### src/rtl/uart_pkg.sv
// Shared UART link definitions for the sensor-array transmitter and receiver.
// Holds FSM state encodings, the frame marker and the baud divisor helper.
package uart_pkg;

  typedef enum logic [2:0] {
    B_IDLE,
    B_START,
    B_DATA,
    B_STOP,
    B_WAIT_HIGH
  } byte_state_t;

  typedef enum logic [1:0] {
    F_HUNT,
    F_DATA,
    F_MARK
  } frame_state_t;

  localparam logic [7:0] NEW_FRAME_ID = 8'h00;

  function automatic int baud_max(
    input int clock_rate,
    input int baud_rate
  );
    return clock_rate / baud_rate;
  endfunction

endpackage

### src/rtl/uart_receive.sv
// 8N1 byte receiver: 2-FF synchroniser plus a bit-timing byte FSM.
// Emits a one-cycle byte_valid or stop_err at the stop-bit sample.
module uart_receive
  import uart_pkg::*;
#(
  parameter int CLOCK_RATE = 65_000_000,
  parameter int BAUD_RATE  = 115_200
) (
  input  logic       clk_in,
  input  logic       rst_in,
  input  logic       rx_in,
  input  logic       rx_active,
  output logic       byte_valid,
  output logic [7:0] byte_data,
  output logic       stop_err
);

  localparam int BM = baud_max(CLOCK_RATE, BAUD_RATE);
  localparam int CW = $clog2(BM) + 1;
  localparam logic [CW-1:0] HALF_END = CW'(BM / 2 - 1);
  localparam logic [CW-1:0] FULL_END = CW'(BM - 1);

  logic          rx_m;
  logic          rx_s;
  byte_state_t   state;
  byte_state_t   state_nx;
  logic [CW-1:0] cnt;
  logic [2:0]    bit_idx;
  logic [7:0]    shift;
  logic          half_hit;
  logic          full_hit;
  logic          cnt_clr;

  // Line is idle-high, so the synchroniser resets to 1.
  always_ff @(posedge clk_in or negedge rst_in) begin
    if (!rst_in) begin
      rx_m <= 1'b1;
      rx_s <= 1'b1;
    end else begin
      rx_m <= rx_in;
      rx_s <= rx_m;
    end
  end

  // State register.
  always_ff @(posedge clk_in or negedge rst_in) begin
    if (!rst_in) state <= B_IDLE;
    else         state <= state_nx;
  end

  // Next-state: start detect, mid-bit sampling, stop check.
  always_comb begin
    state_nx = state;
    if (!rx_active) begin
      state_nx = B_IDLE;
    end else begin
      unique case (state)
        B_IDLE:
          if (!rx_s) state_nx = B_START;
        B_START:
          if (half_hit) state_nx = rx_s ? B_IDLE : B_DATA;
        B_DATA:
          if (full_hit && bit_idx == 3'd7) state_nx = B_STOP;
        B_STOP:
          if (full_hit) state_nx = rx_s ? B_IDLE : B_WAIT_HIGH;
        B_WAIT_HIGH:
          if (rx_s) state_nx = B_IDLE;
        default:
          state_nx = B_IDLE;
      endcase
    end
  end

  // Sample-point decode; counter restarts on every state change.
  always_comb begin
    half_hit = (cnt == HALF_END);
    full_hit = (cnt == FULL_END);
    cnt_clr  = (state_nx != state)
            || (state == B_IDLE)
            || (state == B_WAIT_HIGH)
            || (state == B_DATA && full_hit);
  end

  // Baud counter, bit index and LSB-first shift register.
  always_ff @(posedge clk_in or negedge rst_in) begin
    if (!rst_in) begin
      cnt     <= '0;
      bit_idx <= '0;
      shift   <= '0;
    end else begin
      cnt <= cnt_clr ? '0 : cnt + CW'(1);
      if (state != B_DATA) begin
        bit_idx <= '0;
      end else if (full_hit) begin
        bit_idx <= bit_idx + 3'd1;
        shift   <= {rx_s, shift[7:1]};
      end
    end
  end

  // Registered completion pulses at the stop-bit sample.
  always_ff @(posedge clk_in or negedge rst_in) begin
    if (!rst_in) begin
      byte_valid <= 1'b0;
      stop_err   <= 1'b0;
    end else begin
      byte_valid <= rx_active && state == B_STOP
                 && full_hit && rx_s;
      stop_err   <= rx_active && state == B_STOP
                 && full_hit && !rx_s;
    end
  end

  assign byte_data = shift;

endmodule

### src/rtl/uart_frame_rx.sv
// Sensor frame receiver: locks on the 0x00 marker and writes each
// following byte into the frame buffer at its linear pixel address.
module uart_frame_rx
  import uart_pkg::*;
#(
  parameter int SW_WIRE_CNT = 16,
  parameter int RD_WIRE_CNT = 16,
  parameter int CLOCK_RATE  = 65_000_000,
  parameter int BAUD_RATE   = 115_200
) (
  input  logic clk_in,
  input  logic rst_in,
  input  logic rx_in,
  input  logic rx_active,
  output logic wr_en,
  output logic [$clog2(SW_WIRE_CNT*RD_WIRE_CNT)-1:0] wr_addr,
  output logic [7:0] wr_data,
  output logic frame_done,
  output logic frame_err,
  output logic synced
);

  localparam int N  = SW_WIRE_CNT * RD_WIRE_CNT;
  localparam int AW = $clog2(N);

  logic          byte_valid;
  logic [7:0]    byte_data;
  logic          stop_err;
  frame_state_t  fstate;
  frame_state_t  fstate_nx;
  logic [AW-1:0] idx;
  logic          last;
  logic          wr_fire;
  logic          done_fire;
  logic          err_fire;

  uart_receive #(
    .CLOCK_RATE (CLOCK_RATE),
    .BAUD_RATE  (BAUD_RATE)
  ) u_rx (
    .clk_in     (clk_in),
    .rst_in     (rst_in),
    .rx_in      (rx_in),
    .rx_active  (rx_active),
    .byte_valid (byte_valid),
    .byte_data  (byte_data),
    .stop_err   (stop_err)
  );

  // Frame state register.
  always_ff @(posedge clk_in or negedge rst_in) begin
    if (!rst_in) fstate <= F_HUNT;
    else         fstate <= fstate_nx;
  end

  // Marker hunt, data fill, then positional marker check.
  always_comb begin
    fstate_nx = fstate;
    if (!rx_active || stop_err) begin
      fstate_nx = F_HUNT;
    end else if (byte_valid) begin
      unique case (fstate)
        F_HUNT:
          if (byte_data == NEW_FRAME_ID) fstate_nx = F_DATA;
        F_DATA:
          if (last) fstate_nx = F_MARK;
        F_MARK:
          fstate_nx = (byte_data == NEW_FRAME_ID) ? F_DATA : F_HUNT;
        default:
          fstate_nx = F_HUNT;
      endcase
    end
  end

  // Write, end-of-frame and error strobes for this cycle.
  always_comb begin
    last      = (idx == AW'(N - 1));
    wr_fire   = rx_active && byte_valid && fstate == F_DATA;
    done_fire = wr_fire && last;
    err_fire  = rx_active
             && (stop_err
             || (byte_valid && fstate == F_MARK
             && byte_data != NEW_FRAME_ID));
  end

  // Pixel index wraps at N; cleared whenever a frame (re)starts.
  always_ff @(posedge clk_in or negedge rst_in) begin
    if (!rst_in) begin
      idx <= '0;
    end else if (fstate_nx != F_DATA) begin
      idx <= '0;
    end else if (wr_fire) begin
      idx <= last ? '0 : idx + AW'(1);
    end
  end

  // Registered buffer port; address and data hold between writes.
  always_ff @(posedge clk_in or negedge rst_in) begin
    if (!rst_in) begin
      wr_en      <= 1'b0;
      wr_addr    <= '0;
      wr_data    <= '0;
      frame_done <= 1'b0;
      frame_err  <= 1'b0;
      synced     <= 1'b0;
    end else begin
      wr_en      <= wr_fire;
      frame_done <= done_fire;
      frame_err  <= err_fire;
      synced     <= (fstate_nx != F_HUNT);
      if (wr_fire) begin
        wr_addr <= idx;
        wr_data <= byte_data;
      end
    end
  end

endmodule
### config.mk
export PLATFORM = sky130hd
export DESIGN_NAME = uart_frame_rx
export DESIGN_NICKNAME = d
export VERILOG_FILES = /design/src/rtl/uart_pkg.sv /design/src/rtl/uart_receive.sv /design/src/rtl/uart_frame_rx.sv
export SDC_FILE = /design/constraint.sdc
export NUM_CORES = 1
export LEC_CHECK = 0
export BUFFER_PORTS_ARGS = -buffer_cell sky130_fd_sc_hd__buf_4
export CORE_MARGIN = 5
export CORE_UTILIZATION = 60
export CTS_CLUSTER_SIZE = 28
export DETAILED_ROUTE_END_ITERATION = 16
export HOLD_SLACK_MARGIN = 0.08
export PLACE_DENSITY = 0.84
export SYNTH_ARGS = -nofsm -noshare
export SYNTH_HDL_FRONTEND = slang
export SYNTH_HIERARCHICAL = 1
export SYNTH_SLANG_ARGS = --single-unit
export TNS_END_PERCENT = 10
### constraint.sdc
create_clock -name clk_in -period 4.45 [get_ports clk_in]
set_input_delay 0.445 -clock clk_in [delete_from_list [all_inputs] [get_ports clk_in]]
set_output_delay 0.445 -clock clk_in [all_outputs]
set_load 0.01 [all_outputs]
* Word-level counts from Yosys, hierarchy flattened *
Cells that the tools add are included.
W data, S select, Z words.

storage, ports and cells
  bits in registers = 59
  output and inout bits = 20

cells by class
  multiplexer cells = 21
  bitwise operators = 1
  equal/unequal tests = 13
  $add $sub $neg = 3
  reductions and logical operators = 27

operator list
  kind                     number
  $mux W3                  9
  $mux W8                  3
  $pmux W3 S5              1
  $logic_and A1 B1 Y1      12
  $add A11 B1 Y11 const B  1
  $eq A11 B10 Y1 const B   1
  $eq A11 B9 Y1 const B    1
  $mux W11                 1
  $mux W2                  5
  $add A8 B1 Y8 const B    1
  $eq A8 B8 Y1 const B     1
  $logic_not A8 Y1         1
  $reduce_bool A8 Y1       1
  $eq A3 B2 Y1 const B     2
  $eq A3 B3 Y1 const B     2
  $pmux W2 S3              1
  $reduce_bool A2 Y1       3
  $logic_or A1 B1 Y1       5
  $add A3 B1 Y3 const B    1
  $eq A3 B1 Y1 const B     1
  $logic_not A3 Y1         1
  $ne A3 B2 Y1 const B     1
  $ne A3 B3 Y1             1
  $eq A2 B1 Y1 const B     1
  other kinds (7)          8

* Depth between registers and ports, before layout *
Gate-level depths: netlist of run 1.

  depth after elaboration = 10
  mapped depth = 7
  depth with buffers taken out = 7

* Cells and area by module *
The synthesis of run 1 kept the hierarchy.

by module, submodules not included
  module         seq. area each (µm²)  area an instance (µm²)  cells an instance  times used
  uart_frame_rx  750.7                 1,418.9                 143                1
  uart_receive   728.2                 1,408.9                 131                1

* Worst setup path before layout of run 1 *
Ideal clock, no wire load.

  kind = register to register
  start = register u_rx.cnt[1]
  end = register u_rx.cnt[2]
  library setup time = 128 ps
  setup slack = 2,383 ps
  buffers on the path = 0
  stages on the path, launching flop included = 8
  arrival = 1,939 ps
  cells stage by stage = dfrtp_1 > inv_1 > ha_1 > or4bb_1 > or4_1 > a32o_1 > o211ai_2 > nor2_1

on the way
  longest elaborated chain between the ends = 10

ends and longest elaborated chain
  item                    line                text
  from (decl)             uart_receive.sv:27  logic [CW-1:0] cnt;
  from (signal assigned)  uart_receive.sv:91  cnt <= cnt_clr ? '0 : cnt + CW'(1);
  $eq A11 B10 Y1          uart_receive.sv:77  full_hit = (cnt == FULL_END);
  $logic_and A1 B1 Y1     uart_receive.sv:63  if (full_hit && bit_idx == 3'd7) state_nx = B_STOP;
  $mux W3                 uart_receive.sv:63
  $pmux W3 S5             uart_receive.sv:57  unique case (state)
  $mux W3                 uart_receive.sv:54  if (!rx_active) begin
  $ne A3 B3 Y1            uart_receive.sv:78  cnt_clr = (state_nx != state)
  $logic_or A1 B1 Y1      uart_receive.sv:79  || (state == B_IDLE)
  $logic_or A1 B1 Y1      uart_receive.sv:80  || (state == B_WAIT_HIGH)
  $logic_or A1 B1 Y1      uart_receive.sv:81  || (state == B_DATA && full_hit);
  $mux W11 (*)            uart_receive.sv:91

Mark *: on every way between the ends. The rest lies on a longest branch, timed or not.
A chain may end at the register's enable or synchronous reset.

* Worst setup path in the final report of run 1 *
  start = register u_rx.byte_valid
  end = register idx[5]

on the way
  longest elaborated chain between the ends = 4

ends and longest elaborated chain
  item                                           line                 text
  from (decl)                                    uart_receive.sv:13   output logic byte_valid,
  from (signal assigned)                         uart_receive.sv:107  byte_valid <= rx_active && state == B_STOP
  $mux W2                                        uart_frame_rx.sv:61  end else if (byte_valid) begin
  $mux W2                                        uart_frame_rx.sv:59  if (!rx_active || stop_err) begin
  $ne A2 B1 Y1                                   uart_frame_rx.sv:90  end else if (fstate_nx != F_DATA) begin
  $mux W8 or $reduce_bool A2 Y1 (tied branches)  --
  to (signal assigned)                           uart_frame_rx.sv:93  idx <= last ? '0 : idx + AW'(1);
  to (decl)                                      uart_frame_rx.sv:31  logic [AW-1:0] idx;

Several ways; a longest one is shown, not always the timed one.

==> impl_metrics.json, run 1 <==
{
  "num_rows": 25,
  "cts-buffers-inserted": 9,
  "synth.area.top_cells": "dfrtp_1 (50%), nand2_1 (7.8%), mux2_2 (3.2%), ha_1 (2.2%), nor2_1 (2.0%)",
  "critPathCaptureType": "flop",
  "grt_max_degree": 60,
  "seq_power_share": 0.486,
  "numPlacedInstances": 345,
  "p_total_mw": 1.12,
  "dieWidth_um": 78.7,
  "drv_slew": 0,
  "setup_viol": 0,
  "drtPass1Iterations": 5,
  "cts_resized": 0,
  "grt_setup_unrepaired": "false",
  "synth_edf_count": 0,
  "r2r_start": "u_rx/byte_valid$_DFF_PN0_",
  "io-pin-count": 24,
  "avgSynthCellArea_um2": 10.3,
  "drt_iter0_drc": 172,
  "worstPathMaxFanout": 32,
  "yosysTopAreaCellShare": 0.504,
  "p_int_mw": 0.880,
  "p_sw_mw": 0.238,
  "ys_seq_elements": 59,
  "clockBufferDepth": 2,
  "final_nets": 311,
  "wl_per_cell_um": 14.8,
  "ir_drop_uv": 238,
  "postCtsHoldBufs": 0,
  "rr_worst_depth": 4,
  "stdcell_count": 361,
  "tightestPinTransition_ps": 728,
  "p_per_area_mw_per_mm2": 342,
  "cts_sinks": 59,
  "grt_overflow": 0,
  "cap_viol_max_count": 0,
  "crit_arrival_ps": 2550,
  "finalCritPeriodShare": 0.522,
  "syn_inst": 274,
  "final_layout_size_suffix_gt1_frac": 0.202,
  "clockRootBuffer": "clkbuf_8",
  "async_reset_ff_frac": 1.00,
  "layout_setup_ws_ps": 2130,
  "hold_viol": 0,
  "htree_levels": 3,
  "n_antenna_cell": 0,
  "vias": 2084,
  "clk_latency_ps": 330,
  "fmax_mhz": 431,
  "clockPowerShare": 0.486,
  "cts_tree": "done",
  "drc": 0,
  "ys_types": 55,
  "io_buffers": 23,
  "grt_pass1_wl_um": 9170,
  "swShare": 0.213,
  "place_area_mm2": 0.00304,
  "dpl_worst_slack_ps": 2000,
  "syn_nets": 283,
  "antenna_found_initial": 0,
  "drtAntennaViolNets": 0,
  "grt_use_total": 0.193,
  "fin_crit_ps": 2320,
  "fin_worst_skew_ps": 6.74,
  "vias_per_cell": 5.77,
  "cp.required_ps": 4670,
  "final_area_mm2": 0.00327,
  "status": "completed",
  "r2r_slack_ps": 2130,
  "r2r-end": "idx[5]$_DFFE_PN0P_",
  "setup_tns_ps": 0,
  "grt_pass1_vias": 2005,
  "postCtsSetupBuffers": 0,
  "yosysWarnings": 6,
  "ys.flop_type": "dfrtp_1",
  "initial_core_util": 0.607,
  "worstHoldPathType": "in -> async",
  "critPathKind": "reg -> reg",
  "gp_congestion": 0.891,
  "postRouteWirelength_um": 5360,
  "yosys.area.top_type": "dfrtp_1",
  "coreArea_mm2": 0.00466,
  "hpwlAfterDp_um": 3560,
  "p_comb_frac": 0.028,
  "synthesis.area_mm2": 0.00283,
  "relSlewSlack": 0.513,
  "crit_path_start_kind": "flop",
  "fp.dieArea_mm2": 0.00619,
  "die_y_um": 78.7,
  "syn_to_final_growth_pct": 15.6,
  "finish.utilization": 0.701,
  "clk_pin_slew_ps": 70,
  "ys_seq_area_frac": 0.523,
  "leakage_nw": 1.50,
  "whs_ps": 167
}
[cell usage in the layout (no fill, tap or decap), drive strengths merged, types with 6 or more instances in the layout]
| cell type | netlist | routed |
|---|---|---|
| a21oi | 7 | 7 |
| buf | 3 | 23 |
| clkbuf | 3 | 10 |
| dfrtp | 57 | 57 |
| inv | 8 | 9 |
| mux2 | 8 | 8 |
| nand2 | 59 | 59 |
| nand3 | 8 | 8 |
| nand4 | 6 | 6 |
| nor2 | 16 | 16 |
| nor2b | 9 | 9 |
| nor3 | 9 | 9 |
| o21ai | 8 | 8 |
| xnor2 | 6 | 6 |
[synthesized netlist by cell type, types with 2 or more instances]
cell and count:
nand2_1 59, dfrtp_1 57, nor2_1 15, nor2b_1 9, nor3_1 9, inv_1 8, mux2_2 8, o21ai_0 8
a21oi_1 7, nand3_1 7, xnor2_1 6, ha_1 5, nand4_1 5, a22oi_1 4, and3_1 4, nand2b_1 4
o211ai_1 4, xor2_1 4, clkbuf_1 3, or4_1 3, a221oi_1 2, a31oi_1 2, a32oi_1 2, buf_1 2
dfstp_2 2, nor4_1 2, nor4_2 2, o21a_1 2, o31ai_1 2, or3_1 2
[critical path, cell delays in order, from the launching register on]
cell and delay [ps]:
dfrtp_1 430, nand4b_2 500, clkinv_1 600, and3_1 380, a221oi_1 300
[layout make-up]
cell class | instances | area [um2]
clock buffer | 10 | 138
multi-input combinational | 200 | 1290
timing repair buffer | 23 | 173
fill | 345 | 1390
clock inverter | 6 | 87.6
sequential | 59 | 1480
tap | 54 | 67.6
inverter | 9 | 33.8
[kinds of logic after synthesis]
family,count (synthesis),share of synthesized area
muxes,8,0.0319
adders and majority gates,6,0.0257
buffers and inverters,15,0.0204
AOI/OAI and AO/OA,42,0.119
xor gates and xnor gates,10,0.0310
DFF,59,0.523
and+or+nand+nor,134,0.249
[layer usage]
metal  GRT usage  part of all wire  vias up
met5           0                 0        -
met4      0.0717             0.020        0
met2       0.302              0.50       57
met1       0.247              0.44      976
met3      0.0688             0.045        9
li1            -                 -     1042
[sequential cells by signal (all words and copies together) (netlist names)]
signal / cells
u_rx/cnt: 11
idx: 8
u_rx/byte_data: 8
wr_addr: 8
wr_data: 8
u_rx/bit_idx: 3
u_rx/state: 3
fstate: 2
frame_done: 1
frame_err: 1
synced: 1
u_rx/byte_valid: 1
u_rx/rx_m: 1
u_rx/rx_s: 1
u_rx/stop_err: 1
wr_en: 1
[worst max-delay path by stage]
stage	startpoint	to	slack (ps)	cells past startpoint
global placement	rx_active	idx[5]$_DFFE_PN0P_	2120	5
floorplan	u_rx/cnt[1]$_DFF_PN0_	u_rx/cnt[2]$_DFF_PN0_	2380	7
finish	u_rx/byte_valid$_DFF_PN0_	idx[5]$_DFFE_PN0P_	2130	4
detailed placement	rx_active	idx[5]$_DFFE_PN0P_	2000	5
CTS	u_rx/byte_valid$_DFF_PN0_	idx[5]$_DFFE_PN0P_	2140	4
global route	u_rx/byte_valid$_DFF_PN0_	idx[5]$_DFFE_PN0P_	1850	4
[power groups by stage]
stage / sequential [mW] / combinational [mW] / clock, mW
6_report: 0.543 / 0.0314 / 0.543
2_1_floorplan: 0.553 / 0.0156 / 0
4_1_cts: 0.543 / 0.0323 / 0.555
3_3_place_gp: 0.553 / 0.0318 / 0
3_5_place_dp: 0.553 / 0.0324 / 0
5_1_grt: 0.543 / 0.0363 / 0.588
Note: power is estimated with default switching activity, not from simulation.
==> run 2, diff against run 1 <==
--- a/config.mk
+++ b/config.mk
@@ -7,11 +7,11 @@
 export LEC_CHECK = 0
 export BUFFER_PORTS_ARGS = -buffer_cell sky130_fd_sc_hd__buf_4
 export CORE_MARGIN = 5
-export CORE_UTILIZATION = 60
+export CORE_UTILIZATION = 59
 export CTS_CLUSTER_SIZE = 28
 export DETAILED_ROUTE_END_ITERATION = 16
 export HOLD_SLACK_MARGIN = 0.08
-export PLACE_DENSITY = 0.84
+export PLACE_DENSITY = 0.83
 export SYNTH_ARGS = -nofsm -noshare
 export SYNTH_HDL_FRONTEND = slang
 export SYNTH_HIERARCHICAL = 1
==> constraint.sdc (replaced) <==
create_clock -name clk_in -period 2.4 [get_ports clk_in]
set_input_delay 0.24 -clock clk_in [delete_from_list [all_inputs] [get_ports clk_in]]
set_output_delay 0.24 -clock clk_in [all_outputs]
set_load 0.01 [all_outputs]
==> run 2 against run 1 <==
Effect of this change:
- critical endpoint is now u_rx/cnt[2]$_DFF_PN0_
- first-iteration DRC count shrank 35%
- highest routed layer unchanged
- die area grew 1.5%
- sequential power grew 86%
- via count grew 4.4%
- critical path type unchanged
- count of clock-buffer cells in the layout grew 3
==> impl_metrics.json, run 2 (same netlist as run 1, synthesis figures left out) <==
{
  "status": "completed",
  "drt_iter0_drc": 112,
  "final_common_cell": "nand2_1",
  "numPlacedInstances": 350,
  "drv_slew": 0,
  "critPathCaptureType": "flop",
  "die_y_um": 79.2,
  "postRouteWirelength_um": 5850,
  "clk_pin_slew_ps": 60,
  "syn_to_final_growth_pct": 16.4,
  "finalCritPeriodShare": 0.926,
  "final_cell_mix": "nand2_1 (59), dfrtp_1 (57), buf_4 (28), nor2_1 (15), clkbuf_8 (10)",
  "setup_tns_ps": 0,
  "io-pin-count": 24,
  "largest_reg_flops": 11,
  "p_per_area_mw_per_mm2": 592,
  "clk_latency_ps": 340,
  "top_register": "u_rx/cnt",
  "antenna_found_initial": 0,
  "grt_max_degree": 60,
  "slowest_delay_ps": 540,
  "crit_arrival_ps": 2430,
  "cts-buffers-inserted": 9,
  "fp.dieArea_mm2": 0.00628,
  "hold_viol": 0,
  "hp-start": "rx_active",
  "worstHoldPathType": "in -> reg",
  "final_layout_size_suffix_gt1_frac": 0.204,
  "worstPathMaxFanout": 6,
  "fin_worst_skew_ps": 8.97,
  "htree_levels": 3,
  "fmax_mhz": 450,
  "coreArea_mm2": 0.00469,
  "grt_use_total": 0.213,
  "worst_path_max_delay_cell": "or4bb_1",
  "critPathKind": "reg -> reg",
  "cts_resized": 0,
  "cts_sinks": 59,
  "cp.buffers_inverters": 1,
  "drc": 0,
  "postCtsSetupBuffers": 0,
  "fill_cells": 349,
  "dieWidth_um": 79.2,
  "clockRootBuffer": "clkbuf_8",
  "cp.required_ps": 2610,
  "ir_drop_uv": 656,
  "path_cells": "inv_1 -> ha_1 -> or4bb_1 -> or4_1 -> a32o_1 -> o211ai_2 -> nor2_1",
  "cap_viol_max_count": 0,
  "gp_congestion": 0.828,
  "wl_per_cell_um": 15.9,
  "vias_per_cell": 5.91,
  "relSlewSlack": 0.528,
  "dpl_worst_slack_ps": 180,
  "drtAntennaViolNets": 0,
  "tightestPinTransition_ps": 708,
  "initial_core_util": 0.603,
  "grt_setup_unrepaired": "false",
  "stdcell_count": 368,
  "grt_overflow": 0,
  "clockBufferDepth": 2,
  "layout_setup_ws_ps": 178,
  "grt_pass1_vias": 2273,
  "final_nets": 318,
  "hpwlAfterDp_um": 3970,
  "num_rows": 25,
  "fin_crit_ps": 2220,
  "io_buffers": 23,
  "drtPass1Iterations": 5,
  "setup_viol": 0,
  "n_antenna_cell": 0,
  "vias": 2176,
  "grt_pass1_wl_um": 10300,
  "critPathLaunch": "u_rx/cnt[1]$_DFF_PN0_",
  "crit_path_start_kind": "flop",
  "crit_family": "simple AND/OR/NAND/NOR gates",
  "whs_ps": 198,
  "leakage_nw": 1.51,
  "r2r_start": "u_rx/cnt[1]$_DFF_PN0_",
  "finish.utilization": 0.701,
  "cts_tree": "done"
}
run 2: cell count changes in the layout (fill, tap and decap cells not counted), sizes merged:
cell | before | now
buf | 23 | 28
clkbuf | 10 | 13
dlygate4sd3 | 0 | 2
bufinv | 2 | 1
clkinv | 4 | 3
inv | 9 | 8
run 2: worst reg2reg max path, delay by kind of cell, from the launching register on:
kind	cells	cell delay (ps)
fa+ha+maj	1	130
compound gates	2	350
flops	1	390
simple gates	3	1160
buf+inv	1	70
run 2: metal layers:
metal	track usage	up-vias	wire length (um)
met1	0.265	1046	2490
met3	0.0601	14	329
li1	-	1047	-
met2	0.340	69	2900
met4	0.103	0	128
met5	0	-	0
run 2: cell type report:
cell class	count	area (um2)	area share
timing repair buffer	30	230	0.0700
inverter	9	33.8	0.0103
clock inverter	3	40.0	0.0122
sequential	59	1480	0.449
clock buffer	13	149	0.0452
multi-input combinational	200	1290	0.392
tap	54	67.6	0.0205
run 2: worst paths after layout:
path,endpoint,slack [ps],cells after the start
worst max-delay path,u_rx/cnt[2]$_DFF_PN0_,180,7
worst min-delay path,frame_err$_DFF_PN0_,200,2
worst max register to register,u_rx/cnt[2]$_DFF_PN0_,180,7
worst min register to register,u_rx/rx_s$_DFF_PN1_,360,0
max in group asynchronous,u_rx/cnt[2]$_DFF_PN0_,1420,2
min in group asynchronous,wr_addr[3]$_DFFE_PN0P_,510,2
run 2: where the power goes:
part           switching (mW)  leakage [nW]  internal [mW]  total (mW)
Sequential            0.00686         0.816           1.00        1.01
Combinational          0.0411         0.596         0.0193      0.0604
Clock                   0.374        0.0974          0.506       0.879
Total                   0.422          1.51           1.53        1.95
run 2: per-stage QoR:
stage	total power, mW	cell area, um2
finish	1.95	3290
global route	2.03	3290
CTS	1.96	3290
detailed placement	1.09	3080
global placement	1.08	3080
floorplan	1.05	2830
run 2: timing repair:
action | CTS | global route
hold buffers | 2 | 0
endpoints found under the hold margin | 58 | 0
endpoints found under the setup margin | 0 | 0
==> run 3, diff against run 2 <==
--- a/config.mk
+++ b/config.mk
@@ -10,7 +10,8 @@
 export CORE_UTILIZATION = 59
 export CTS_CLUSTER_SIZE = 28
 export DETAILED_ROUTE_END_ITERATION = 16
-export HOLD_SLACK_MARGIN = 0.08
+export HOLD_SLACK_MARGIN = 0.12
+export MAX_ROUTING_LAYER = met4
 export PLACE_DENSITY = 0.83
 export SYNTH_ARGS = -nofsm -noshare
 export SYNTH_HDL_FRONTEND = slang
==> run 3 against run 2 <==
Effect of this change:
- highest routed layer unchanged
- clock skew is essentially flat
- global-route usage grew 0.56 points
- largest power group unchanged
- power is essentially flat
- first-iteration DRC count shrank 9.8%
- worst hold slack lost 0.56 ps
- critical endpoint unchanged
==> impl_metrics.json, run 3 (same netlist as run 1, synthesis figures left out) <==
{
  "clockRootBuffer": "clkbuf_8",
  "r2r_start": "u_rx/cnt[1]$_DFF_PN0_",
  "postCtsSetupBuffers": 0,
  "n_antenna_cell": 0,
  "dieWidth_um": 79.2,
  "crit_arrival_ps": 2430,
  "clockBufferDepth": 2,
  "holdPathStages": 3,
  "final_layout_size_suffix_gt1_frac": 0.204,
  "grt_pass1_vias": 2271,
  "p_comb_frac": 0.031,
  "cts-buffers-inserted": 9,
  "syn_to_final_growth_pct": 16.4,
  "final_nets": 318,
  "hp-start": "rx_active",
  "hpwlAfterDp_um": 3970,
  "worstHoldPathType": "in -> reg",
  "drtPass1Iterations": 5,
  "critPathLaunch": "u_rx/cnt[1]$_DFF_PN0_",
  "gp_congestion": 0.841,
  "vias": 2153,
  "die_y_um": 79.2,
  "setup_viol": 0,
  "grt_max_degree": 60,
  "status": "completed",
  "place_area_mm2": 0.00308,
  "p_total_mw": 1.95,
  "drc": 0,
  "cts_sinks": 59,
  "setup_tns_ps": 0,
  "clk_latency_ps": 340,
  "grt_setup_unrepaired": "false",
  "seq_power_share": 0.518,
  "drtAntennaViolNets": 0,
  "vias_per_cell": 5.85,
  "grt_use_total": 0.218,
  "crit_family": "simple AND/OR/NAND/NOR gates",
  "leakage_nw": 1.51,
  "drv_slew": 0,
  "p_int_mw": 1.53,
  "cp.required_ps": 2610,
  "relSlewSlack": 0.518,
  "tightestPinTransition_ps": 723,
  "grt_pass1_wl_um": 10300,
  "clk_pin_slew_ps": 60,
  "p_per_area_mw_per_mm2": 592,
  "final_common_cell": "nand2_1",
  "clockPowerShare": 0.451,
  "io-pin-count": 24,
  "worst_path_max_delay_cell": "or4bb_1",
  "slowest_delay_ps": 540,
  "initial_core_util": 0.603,
  "cp.buffers_inverters": 1,
  "stdcell_count": 368,
  "htree_levels": 3,
  "swShare": 0.216,
  "fmax_mhz": 451,
  "ir_drop_uv": 657,
  "grt_overflow": 0,
  "numPlacedInstances": 350,
  "path_cells": "inv_1 -> ha_1 -> or4bb_1 -> or4_1 -> a32o_1 -> o211ai_2 -> nor2_1",
  "antenna_found_initial": 0,
  "top_register": "u_rx/cnt",
  "fin_crit_ps": 2220,
  "cap_viol_max_count": 0,
  "final_cell_mix": "nand2_1 (59), dfrtp_1 (57), buf_4 (28), nor2_1 (15), clkbuf_8 (10)",
  "io_buffers": 23,
  "rr_worst_depth": 7,
  "critPathKind": "reg -> reg",
  "postRouteWirelength_um": 5840,
  "crit_path_start_kind": "flop",
  "cts_tree": "done",
  "fp.dieArea_mm2": 0.00628,
  "worstPathMaxFanout": 6,
  "largest_reg_flops": 11,
  "fin_worst_skew_ps": 9.13,
  "coreArea_mm2": 0.00469,
  "critPathCaptureType": "flop",
  "wl_per_cell_um": 15.9,
  "crit_cells": 7,
  "drt_iter0_drc": 101,
  "whs_ps": 198,
  "final_area_mm2": 0.00329,
  "finalCritPeriodShare": 0.925,
  "p_sw_mw": 0.420,
  "hold_viol": 0,
  "num_rows": 25
}
[run 3: cell counts in the layout (fill, tap and decap cells not counted)]
No cell type changed its count.
[run 3: tightest hold or removal path: cells and delay by family]
| family | cells | cell delay (ps) |
|---|---|---|
| buffers and inverters | 1 | 140 |
| AND/OR/NAND/NOR | 2 | 110 |
[run 3: power groups by stage]
stage	Sequential [mW]	Clock, mW	Combinational, mW
2_1_floorplan	1.02	0	0.0288
5_1_grt	1.01	0.944	0.0714
3_3_place_gp	1.03	0	0.0583
3_5_place_dp	1.03	0	0.0599
6_report	1.01	0.878	0.0607
4_1_cts	1.01	0.892	0.0623
[run 3: metrics by stage]
stage	util	setup slack, ps
finish	0.701	181
global route	0.701	35.8
CTS	0.701	175
detailed placement	0.657	180
global placement	0.657	271
floorplan	-	333
[run 3: routing by layer]
metal / global-route usage / part of all wire
met5: - / 0
met3: 0.0578 / 0.056
met1: 0.265 / 0.42
met4: 0.103 / 0.022
met2: 0.341 / 0.50
[run 3: final cells by class]
class | instances | area, um2
sequential | 59 | 1480
fill | 349 | 1400
multi-input combinational | 200 | 1290
timing repair buffer | 30 | 230
clock buffer | 13 | 149
tap | 54 | 67.6
clock inverter | 3 | 40.0
inverter | 9 | 33.8
[run 3: path summary, 6_finish.rpt]
kind                            slack, ps                       endpoint
worst max-delay path                  180          u_rx/cnt[2]$_DFF_PN0_
worst min-delay path                  200      u_rx/byte_valid$_DFF_PN0_
worst max register to register        180          u_rx/cnt[2]$_DFF_PN0_
worst min register to register        360            u_rx/rx_s$_DFF_PN1_
max in group asynchronous            1420  u_rx/byte_data[7]$_DFFE_PN0P_
min in group asynchronous             520         wr_addr[3]$_DFFE_PN0P_
[run 3: what timing repair did]
action,CTS,global route
gates resized for setup,0,0
hold buffers,2,0
hold endpoints to repair,58,0
